--- src/rtl/bcd_value_ctrl_pkg.sv ---
// Shared types and constants for the BCD display value controller.
// No logic; combinational helper only (zero latency).
// No flow control of its own.
package bcd_pkg;

    localparam int NUM_DIGITS = 8;
    localparam int DIGIT_W    = 4;
    localparam int WORD_W     = NUM_DIGITS * DIGIT_W;
    localparam int IDX_W      = $clog2(NUM_DIGITS);

    localparam logic [DIGIT_W-1:0] BCD_MAX_DIGIT = 4'd9;
    localparam logic [IDX_W-1:0]   LAST_IDX      = IDX_W'(NUM_DIGITS - 1);

    typedef logic [WORD_W-1:0] bcd_word_t;

    typedef enum logic [1:0] {
        IDLE,
        INC,
        DEC,
        COMMIT
    } state_t;

    // True when every nibble of the word is a legal decimal digit.
    function automatic logic is_bcd_word(input bcd_word_t w);
        logic ok;
        ok = 1'b1;
        for (int d = 0; d < NUM_DIGITS; d++) begin
            if (w[d*DIGIT_W +: DIGIT_W] > BCD_MAX_DIGIT) begin
                ok = 1'b0;
            end
        end
        return ok;
    endfunction

endpackage

--- src/rtl/bcd_value_ctrl_if.sv ---
// Load handshake and display-side status bundle of the BCD value controller.
// Wires only, no latency.
// Load uses valid/ready; status outputs are unconditioned pulses/levels.
interface bcd_value_ctrl_if;
    import bcd_pkg::*;

    logic      load_valid;
    bcd_word_t load_bcd;
    logic      load_ready;
    bcd_word_t bcd;
    logic      busy;
    logic      update;
    logic      wrap;
    logic      load_err;

    // UART side: offers loads, observes the committed value and status.
    modport master (
        output load_valid, load_bcd,
        input  load_ready, bcd, busy, update, wrap, load_err
    );

    // Controller side.
    modport slave (
        input  load_valid, load_bcd,
        output load_ready, bcd, busy, update, wrap, load_err
    );

endinterface

--- src/rtl/bcd_value_ctrl_btn_debounce.sv ---
// Button conditioner: 2-flop synchronizer, stability debouncer, press-edge pulse.
// Press pulse appears 2 + DEBOUNCE_CYCLES clocks after a clean raw rising edge.
// No backpressure: press pulses are one cycle wide and lost if not consumed.
// Optional auto-repeat under BTN_AUTOREPEAT_EN.
module btn_debounce #(
    parameter logic [15:0] DEBOUNCE_CYCLES = 16'd50000
`ifdef BTN_AUTOREPEAT_EN
    ,
    parameter logic [23:0] REPEAT_DELAY    = 24'd5000000,
    parameter logic [23:0] REPEAT_PERIOD   = 24'd1000000
`endif
) (
    input  logic i_iclk,
    input  logic i_rst_n,
    input  logic i_raw,
`ifdef BTN_AUTOREPEAT_EN
    input  logic i_other_lvl,
    output logic o_level,
`endif
    output logic o_press
);

    logic        sync_q1;
    logic        sync_q2;
    logic        level_q;
    logic        press_q;
    logic [15:0] cnt_q;
`ifdef BTN_AUTOREPEAT_EN
    logic [23:0] rpt_cnt_q;
    logic        rpt_first_q;
`endif

    // Synchronize, require a run of identical differing samples, emit a pulse on 0->1.
    always_ff @(posedge i_iclk or negedge i_rst_n) begin
        if (!i_rst_n) begin
            sync_q1     <= 1'b0;
            sync_q2     <= 1'b0;
            level_q     <= 1'b0;
            press_q     <= 1'b0;
            cnt_q       <= '0;
`ifdef BTN_AUTOREPEAT_EN
            rpt_cnt_q   <= '0;
            rpt_first_q <= 1'b1;
`endif
        end else begin
            sync_q1 <= i_raw;
            sync_q2 <= sync_q1;
            press_q <= 1'b0;
            // Any sample matching the current level is a bounce and restarts the run.
            if (sync_q2 != level_q) begin
                if (cnt_q == DEBOUNCE_CYCLES - 16'd1) begin
                    level_q <= sync_q2;
                    cnt_q   <= '0;
                    press_q <= sync_q2;
                end else begin
                    cnt_q <= cnt_q + 16'd1;
                end
            end else begin
                cnt_q <= '0;
            end
`ifdef BTN_AUTOREPEAT_EN
            // Hold timer: long first delay, then a shorter period; chords cancel it.
            if (!level_q || i_other_lvl) begin
                rpt_cnt_q   <= '0;
                rpt_first_q <= 1'b1;
            end else if (rpt_first_q ? (rpt_cnt_q == REPEAT_DELAY - 24'd1)
                                     : (rpt_cnt_q == REPEAT_PERIOD - 24'd1)) begin
                press_q     <= 1'b1;
                rpt_cnt_q   <= '0;
                rpt_first_q <= 1'b0;
            end else begin
                rpt_cnt_q <= rpt_cnt_q + 24'd1;
            end
`endif
        end
    end

    assign o_press = press_q;
`ifdef BTN_AUTOREPEAT_EN
    assign o_level = level_q;
`endif

endmodule

--- src/rtl/bcd_value_ctrl.sv ---
// Owns the 8-digit BCD display value; UART loads and debounced +1/-1 presses update it.
// Load: value visible the cycle after handshake. Inc/dec: k digits -> busy k+1 cycles, value at T+k+2.
// load_ready is low while a digit-serial sequence runs; presses arriving then are dropped.
// Optional button auto-repeat under BTN_AUTOREPEAT_EN.
module bcd_value_ctrl
    import bcd_pkg::*;
#(
    parameter logic [15:0] DEBOUNCE_CYCLES = 16'd50000
`ifdef BTN_AUTOREPEAT_EN
    ,
    parameter logic [23:0] REPEAT_DELAY    = 24'd5000000,
    parameter logic [23:0] REPEAT_PERIOD   = 24'd1000000
`endif
) (
    input  logic             i_iclk,
    input  logic             i_rst_n,
    input  logic             i_SW_pos,
    input  logic             i_SW_neg,
    bcd_value_ctrl_if.slave  bus
);

    logic pos_press;
    logic neg_press;
`ifdef BTN_AUTOREPEAT_EN
    logic pos_level;
    logic neg_level;
`endif

    btn_debounce #(
        .DEBOUNCE_CYCLES (DEBOUNCE_CYCLES)
`ifdef BTN_AUTOREPEAT_EN
        ,
        .REPEAT_DELAY    (REPEAT_DELAY),
        .REPEAT_PERIOD   (REPEAT_PERIOD)
`endif
    ) u_btn_pos (
        .i_iclk      (i_iclk),
        .i_rst_n     (i_rst_n),
        .i_raw       (i_SW_pos),
`ifdef BTN_AUTOREPEAT_EN
        .i_other_lvl (neg_level),
        .o_level     (pos_level),
`endif
        .o_press     (pos_press)
    );

    btn_debounce #(
        .DEBOUNCE_CYCLES (DEBOUNCE_CYCLES)
`ifdef BTN_AUTOREPEAT_EN
        ,
        .REPEAT_DELAY    (REPEAT_DELAY),
        .REPEAT_PERIOD   (REPEAT_PERIOD)
`endif
    ) u_btn_neg (
        .i_iclk      (i_iclk),
        .i_rst_n     (i_rst_n),
        .i_raw       (i_SW_neg),
`ifdef BTN_AUTOREPEAT_EN
        .i_other_lvl (pos_level),
        .o_level     (neg_level),
`endif
        .o_press     (neg_press)
    );

    state_t               state_q;
    bcd_word_t            bcd_q;
    bcd_word_t            work_q;
    logic [IDX_W-1:0]     idx_q;
    logic                 busy_q;
    logic                 update_q;
    logic                 wrap_q;
    logic                 load_err_q;
    logic                 ready_q;
    logic [DIGIT_W-1:0]   cur_digit;

    assign cur_digit = work_q[idx_q*DIGIT_W +: DIGIT_W];

    // Arbitrate in IDLE, ripple one digit per cycle in INC/DEC, publish in COMMIT.
    always_ff @(posedge i_iclk or negedge i_rst_n) begin
        if (!i_rst_n) begin
            state_q    <= IDLE;
            bcd_q      <= '0;
            work_q     <= '0;
            idx_q      <= '0;
            busy_q     <= 1'b0;
            update_q   <= 1'b0;
            wrap_q     <= 1'b0;
            load_err_q <= 1'b0;
            ready_q    <= 1'b0;
        end else begin
            update_q   <= 1'b0;
            wrap_q     <= 1'b0;
            load_err_q <= 1'b0;
            case (state_q)
                IDLE: begin
                    if (bus.load_valid && ready_q) begin
                        // A malformed word is dropped whole; the display never shows it.
                        if (is_bcd_word(bus.load_bcd)) begin
                            bcd_q    <= bus.load_bcd;
                            update_q <= 1'b1;
                        end else begin
                            load_err_q <= 1'b1;
                        end
                        ready_q <= 1'b1;
                    end else if (pos_press ^ neg_press) begin
                        // Simultaneous pos/neg presses cancel each other.
                        work_q  <= bcd_q;
                        idx_q   <= '0;
                        state_q <= pos_press ? INC : DEC;
                        busy_q  <= 1'b1;
                        ready_q <= 1'b0;
                    end else begin
                        ready_q <= 1'b1;
                    end
                end
                INC: begin
                    if (cur_digit < BCD_MAX_DIGIT) begin
                        work_q[idx_q*DIGIT_W +: DIGIT_W] <= cur_digit + 4'd1;
                        state_q  <= COMMIT;
                        update_q <= 1'b1;
                    end else begin
                        work_q[idx_q*DIGIT_W +: DIGIT_W] <= '0;
                        if (idx_q == LAST_IDX) begin
                            state_q  <= COMMIT;
                            update_q <= 1'b1;
                            wrap_q   <= 1'b1;
                        end else begin
                            idx_q <= idx_q + IDX_W'(1);
                        end
                    end
                end
                DEC: begin
                    if (cur_digit != '0) begin
                        work_q[idx_q*DIGIT_W +: DIGIT_W] <= cur_digit - 4'd1;
                        state_q  <= COMMIT;
                        update_q <= 1'b1;
                    end else begin
                        work_q[idx_q*DIGIT_W +: DIGIT_W] <= BCD_MAX_DIGIT;
                        if (idx_q == LAST_IDX) begin
                            state_q  <= COMMIT;
                            update_q <= 1'b1;
                            wrap_q   <= 1'b1;
                        end else begin
                            idx_q <= idx_q + IDX_W'(1);
                        end
                    end
                end
                COMMIT: begin
                    // The update pulse is already up for this cycle; the value lands at its end.
                    bcd_q   <= work_q;
                    busy_q  <= 1'b0;
                    ready_q <= 1'b1;
                    state_q <= IDLE;
                end
                default: begin
                    state_q <= IDLE;
                    busy_q  <= 1'b0;
                end
            endcase
        end
    end

    assign bus.load_ready = ready_q;
    assign bus.bcd        = bcd_q;
    assign bus.busy       = busy_q;
    assign bus.update     = update_q;
    assign bus.wrap       = wrap_q;
    assign bus.load_err   = load_err_q;

endmodule

--- src/flat_wrapper.sv ---
// flat-port wrapper written by rule: the top's interface ports become plain ports
module bcd_value_ctrl_flat import bcd_pkg::*;
#(
    parameter logic [15:0] DEBOUNCE_CYCLES = 16'd50000

)
  (i_iclk, i_rst_n, i_SW_pos, i_SW_neg, bus_load_valid, bus_load_bcd, bus_load_ready, bus_bcd, bus_busy, bus_update, bus_wrap, bus_load_err);
  bcd_value_ctrl_if bus_i ();
  input  logic i_iclk;
  input  logic i_rst_n;
  input  logic i_SW_pos;
  input  logic i_SW_neg;
  input wire logic [$bits(bus_i.load_valid)-1:0] bus_load_valid;
  input wire logic [$bits(bus_i.load_bcd)-1:0] bus_load_bcd;
  output wire logic [$bits(bus_i.load_ready)-1:0] bus_load_ready;
  output wire logic [$bits(bus_i.bcd)-1:0] bus_bcd;
  output wire logic [$bits(bus_i.busy)-1:0] bus_busy;
  output wire logic [$bits(bus_i.update)-1:0] bus_update;
  output wire logic [$bits(bus_i.wrap)-1:0] bus_wrap;
  output wire logic [$bits(bus_i.load_err)-1:0] bus_load_err;
  assign bus_i.load_valid = bus_load_valid;
  assign bus_i.load_bcd = bus_load_bcd;
  assign bus_load_ready = bus_i.load_ready;
  assign bus_bcd = bus_i.bcd;
  assign bus_busy = bus_i.busy;
  assign bus_update = bus_i.update;
  assign bus_wrap = bus_i.wrap;
  assign bus_load_err = bus_i.load_err;
  bcd_value_ctrl #(.DEBOUNCE_CYCLES(DEBOUNCE_CYCLES)) u_core (.i_iclk(i_iclk), .i_rst_n(i_rst_n), .i_SW_pos(i_SW_pos), .i_SW_neg(i_SW_neg), .bus(bus_i));
endmodule
--- config.mk ---
export PLATFORM = sky130hd
export DESIGN_NAME = bcd_value_ctrl_flat
export DESIGN_NICKNAME = d
export VERILOG_FILES = /design/src/rtl/bcd_value_ctrl_pkg.sv /design/src/rtl/bcd_value_ctrl_if.sv /design/src/rtl/bcd_value_ctrl_btn_debounce.sv /design/src/rtl/bcd_value_ctrl.sv /design/src/flat_wrapper.sv
export SDC_FILE = /design/constraint.sdc
export NUM_CORES = 1
export LEC_CHECK = 0
export CORE_ASPECT_RATIO = 0.8
export CORE_MARGIN = 2
export CORE_UTILIZATION = 45
export DETAILED_ROUTE_END_ITERATION = 16
export PLACE_DENSITY = 0.66
export SYNTH_ARGS = -nofsm -noshare
export SYNTH_HDL_FRONTEND = slang
export SYNTH_SLANG_ARGS = --single-unit
--- constraint.sdc ---
create_clock -name i_iclk -period 3.4 [get_ports i_iclk]
set_input_delay 0.51 -clock i_iclk [delete_from_list [all_inputs] [get_ports i_iclk]]
set_output_delay 0.51 -clock i_iclk [all_outputs]
set_load 0.02 [all_outputs]
==> reports/results.txt <==
clock sink count: 114
r2r setup slk: 230 ps
die width: 141 µm
RR Endpoint: u_core.work_q[29]
Worst Hold Class: in -> async
# DRC: 0
DRT Pass-1 Iters: 5
initial antenna violation count: 0
final cell count without fillers: 1019
Synth area leader: dfrtp_1
YS warnings: 0
Startpoint Class: flop
Max Slew Vio Count: 0
Routed Antenna Nets: 0
DP Cell Count: 987
Num CTS Buffers: 17
Slowest Stage Delay on Critical Path: 510 ps
core area: 14900 µm²
Routed WL: 21500 µm
Area after DPL: 7780 µm²
fin area: 8430 µm²
synth top area cells: dfrtp_1 42%, mux2i_1 6.1%, o21ai_0 5.4%, nor2_1 4.9%, nand2_1 4.6%
Req. time, crit path: 3730 ps
number of flops mapped to enable cells by yosys: 0
Setup Buffers After CTS: 0
TNS Setup: 0 ps
total track usage: 0.274
Initial Util: 0.456
critical path type: reg -> reg
Max clock buf depth: 2
crit path DAT: 3500 ps
Die Area: 16100 µm²
I/O pins: 74
Tcrit/Tclk final: 0.931
Peak Freq: 316 MHz
worst-margin pin slew: 806 ps
VDD IR max: 0.000341 V
MaxCap Viol Count: 0
Mapped Avg Cell Area: 9.19 µm²
insertion delay to the later sink of the worst-skew pair: 420 ps
largest net degree at the start of global routing: 65
Synth Register Bits: 114
Post-Route Skew: 8.47 ps
n_diodes: 0
fillers: 1277
share of the synthesized area in the top cell type: 0.421
wire per inst: 21.1 µm
sequential share of the synthesized area: 0.421
vias: 6183
GR Overflow Total: 0
Hold Vio Cnt, Final: 0
clock period minus worst slack: 3170 ps
Slew headroom: 0.461
top_reg_cell synth: dfrtp_1
crit-path cells: buf_4 -> and2_1 -> a2111oi_2 -> nor2_1 -> o21ai_0 -> ha_1 -> inv_1 -> o21ai_0 -> a22o_1 -> a22o_4 -> and2_4 -> a221oi_2 -> nor3_1
critical path capture point type: flop
Worst Path Max Fanout: 14
CP max-delay cell: dfrtp_2
synth-to-layout area growth: 24.3%
PortBufs: 73
number of nets in the layout: 869
power per cell area: 469 nW/µm²
Via density: 6.07
Vert. Die Dim: 114 µm
GP Congestion: 0.971
Leakage: 3.54 nW
number of global-route vias before repair: 5863
DRT iter0 DRCs: 643
R2R depth: 13
Worst-path clk slew: 60 ps
worst r2r src: u_core.idx_q[1]
RSZ-0062 raised after global routing: false
final setup fails: 0
Pwr Total: 3.95 mW
Crit path top cell by count: o21ai_0
top cells by instance count after synthesis: 114 x dfrtp_1, 89 x nor2_1, 83 x nand2_1, 73 x o21ai_0, 41 x mux2i_1
share of layout cells above drive strength 1: 0.131
cell count after synthesis: 738
Syn Nets: 790
first-pass GRT wire length: 33300 µm
H-tree Lvls: 4
Synth cell types: 69
TritonCTS clock tree: yes
num rows: 40
top-count cell post-synth: dfrtp_1
Final Core Density: 0.567
run status: finished, final reports clean
HPWL reported at the end of detailed placement: 16000 µm
post-synthesis cell area: 6780 µm²
Root Buffer: clkbuf_16
Post-synth ARST share: 1.00
## report_power, final
group / switching, mW / leakage (nW) / internal (mW)
sequential: 0.103 / 1.54 / 1.45
clock: 0.659 / 0.307 / 1.29
combinational: 0.236 / 1.69 / 0.219
## how the worst max path moves through the flow
| stage | start | end | slack [ps] | cells past startpoint |
|---|---|---|---|---|
| after global routing | u_core.idx_q[1] | u_core.work_q[29] | 5 | 13 |
| after detailed placement | u_core.idx_q[1] | u_core.work_q[29] | 200 | 13 |
| after global placement | u_core.idx_q[1] | u_core.work_q[22] | 280 | 9 |
| final | u_core.idx_q[1] | u_core.work_q[29] | 230 | 13 |
| after floorplan | u_core.idx_q[1] | u_core.work_q[13] | 570 | 11 |
| after CTS | u_core.idx_q[1] | u_core.work_q[29] | 190 | 13 |
## placed cells by master (no fill, tap or decap), drive strengths merged, types with 14 or more instances in the layout
master	count
clkdlybuf4s50	72
clkbuf	21
xor2	18
dfrtp	114
and3	18
nor3	35
inv	16
nor2	89
ha	15
and2	14
nand3	16
buf	27
o21ai	78
mux2i	42
a21oi	32
nand2	83
## area by class of cell
type,instances,area (µm²),share of cell area
inverters,14,53.8,0.00638
clock buffers,21,470,0.0558
well taps,189,236,0.0280
repair buffers,99,936,0.111
clock inverters,11,174,0.0206
flip-flops and latches,114,2860,0.339
multi-input cells,571,3710,0.440
## through the flow
step / worst slack [ps] / hold slack (ps)
2_1_floorplan: 574 / 214
3_3_place_gp: 282 / 338
3_5_place_dp: 199 / 341
4_1_cts: 191 / 16.8
5_1_grt: 4.52 / 31.7
6_report: 233 / 14.9
## per-layer routing
metal,global-route usage,up-vias,routed length [µm]
met1,0.398,3004,9950
li1,-,2834,-
met4,0.0840,2,395
met3,0.0898,35,2290
met5,0.0217,-,45
met2,0.386,308,8800
## critical path, delay by kind of cell (launching register included)
kind	cells	cell delay, ps
AO/OA/AOI/OAI	6	1360
adder cells (fa/ha/maj)	1	230
buffers and inverters	2	340
flip-flops	1	510
AND/OR/NAND/NOR	4	620
## what timing repair did
| action | in CTS | in global routing |
|---|---|---|
| hold buffers | 0 | 0 |
| endpoints found under the setup margin | 0 | 8 |
| gates resized for setup | 0 | 3 |
## cells by family after synthesis
group,Yosys count,share of synthesized area
muxes,53,0.0943
buffers and inverters,53,0.0341
AOI/OAI and AO/OA,184,0.182
DFF,114,0.421
adders and majority gates,15,0.0277
xor gates and xnor gates,31,0.0400
and+or+nand+nor,288,0.201
## state kept, by name, summed over array words and instances (netlist names), 2 cells and up
name	cells
u_core.bus.bcd	32
u_core.work_q	32
u_core.u_btn_neg.cnt_q	16
u_core.u_btn_pos.cnt_q	16
u_core.idx_q	3
u_core.state_q	2
Power figures use the tool's default switching activity.
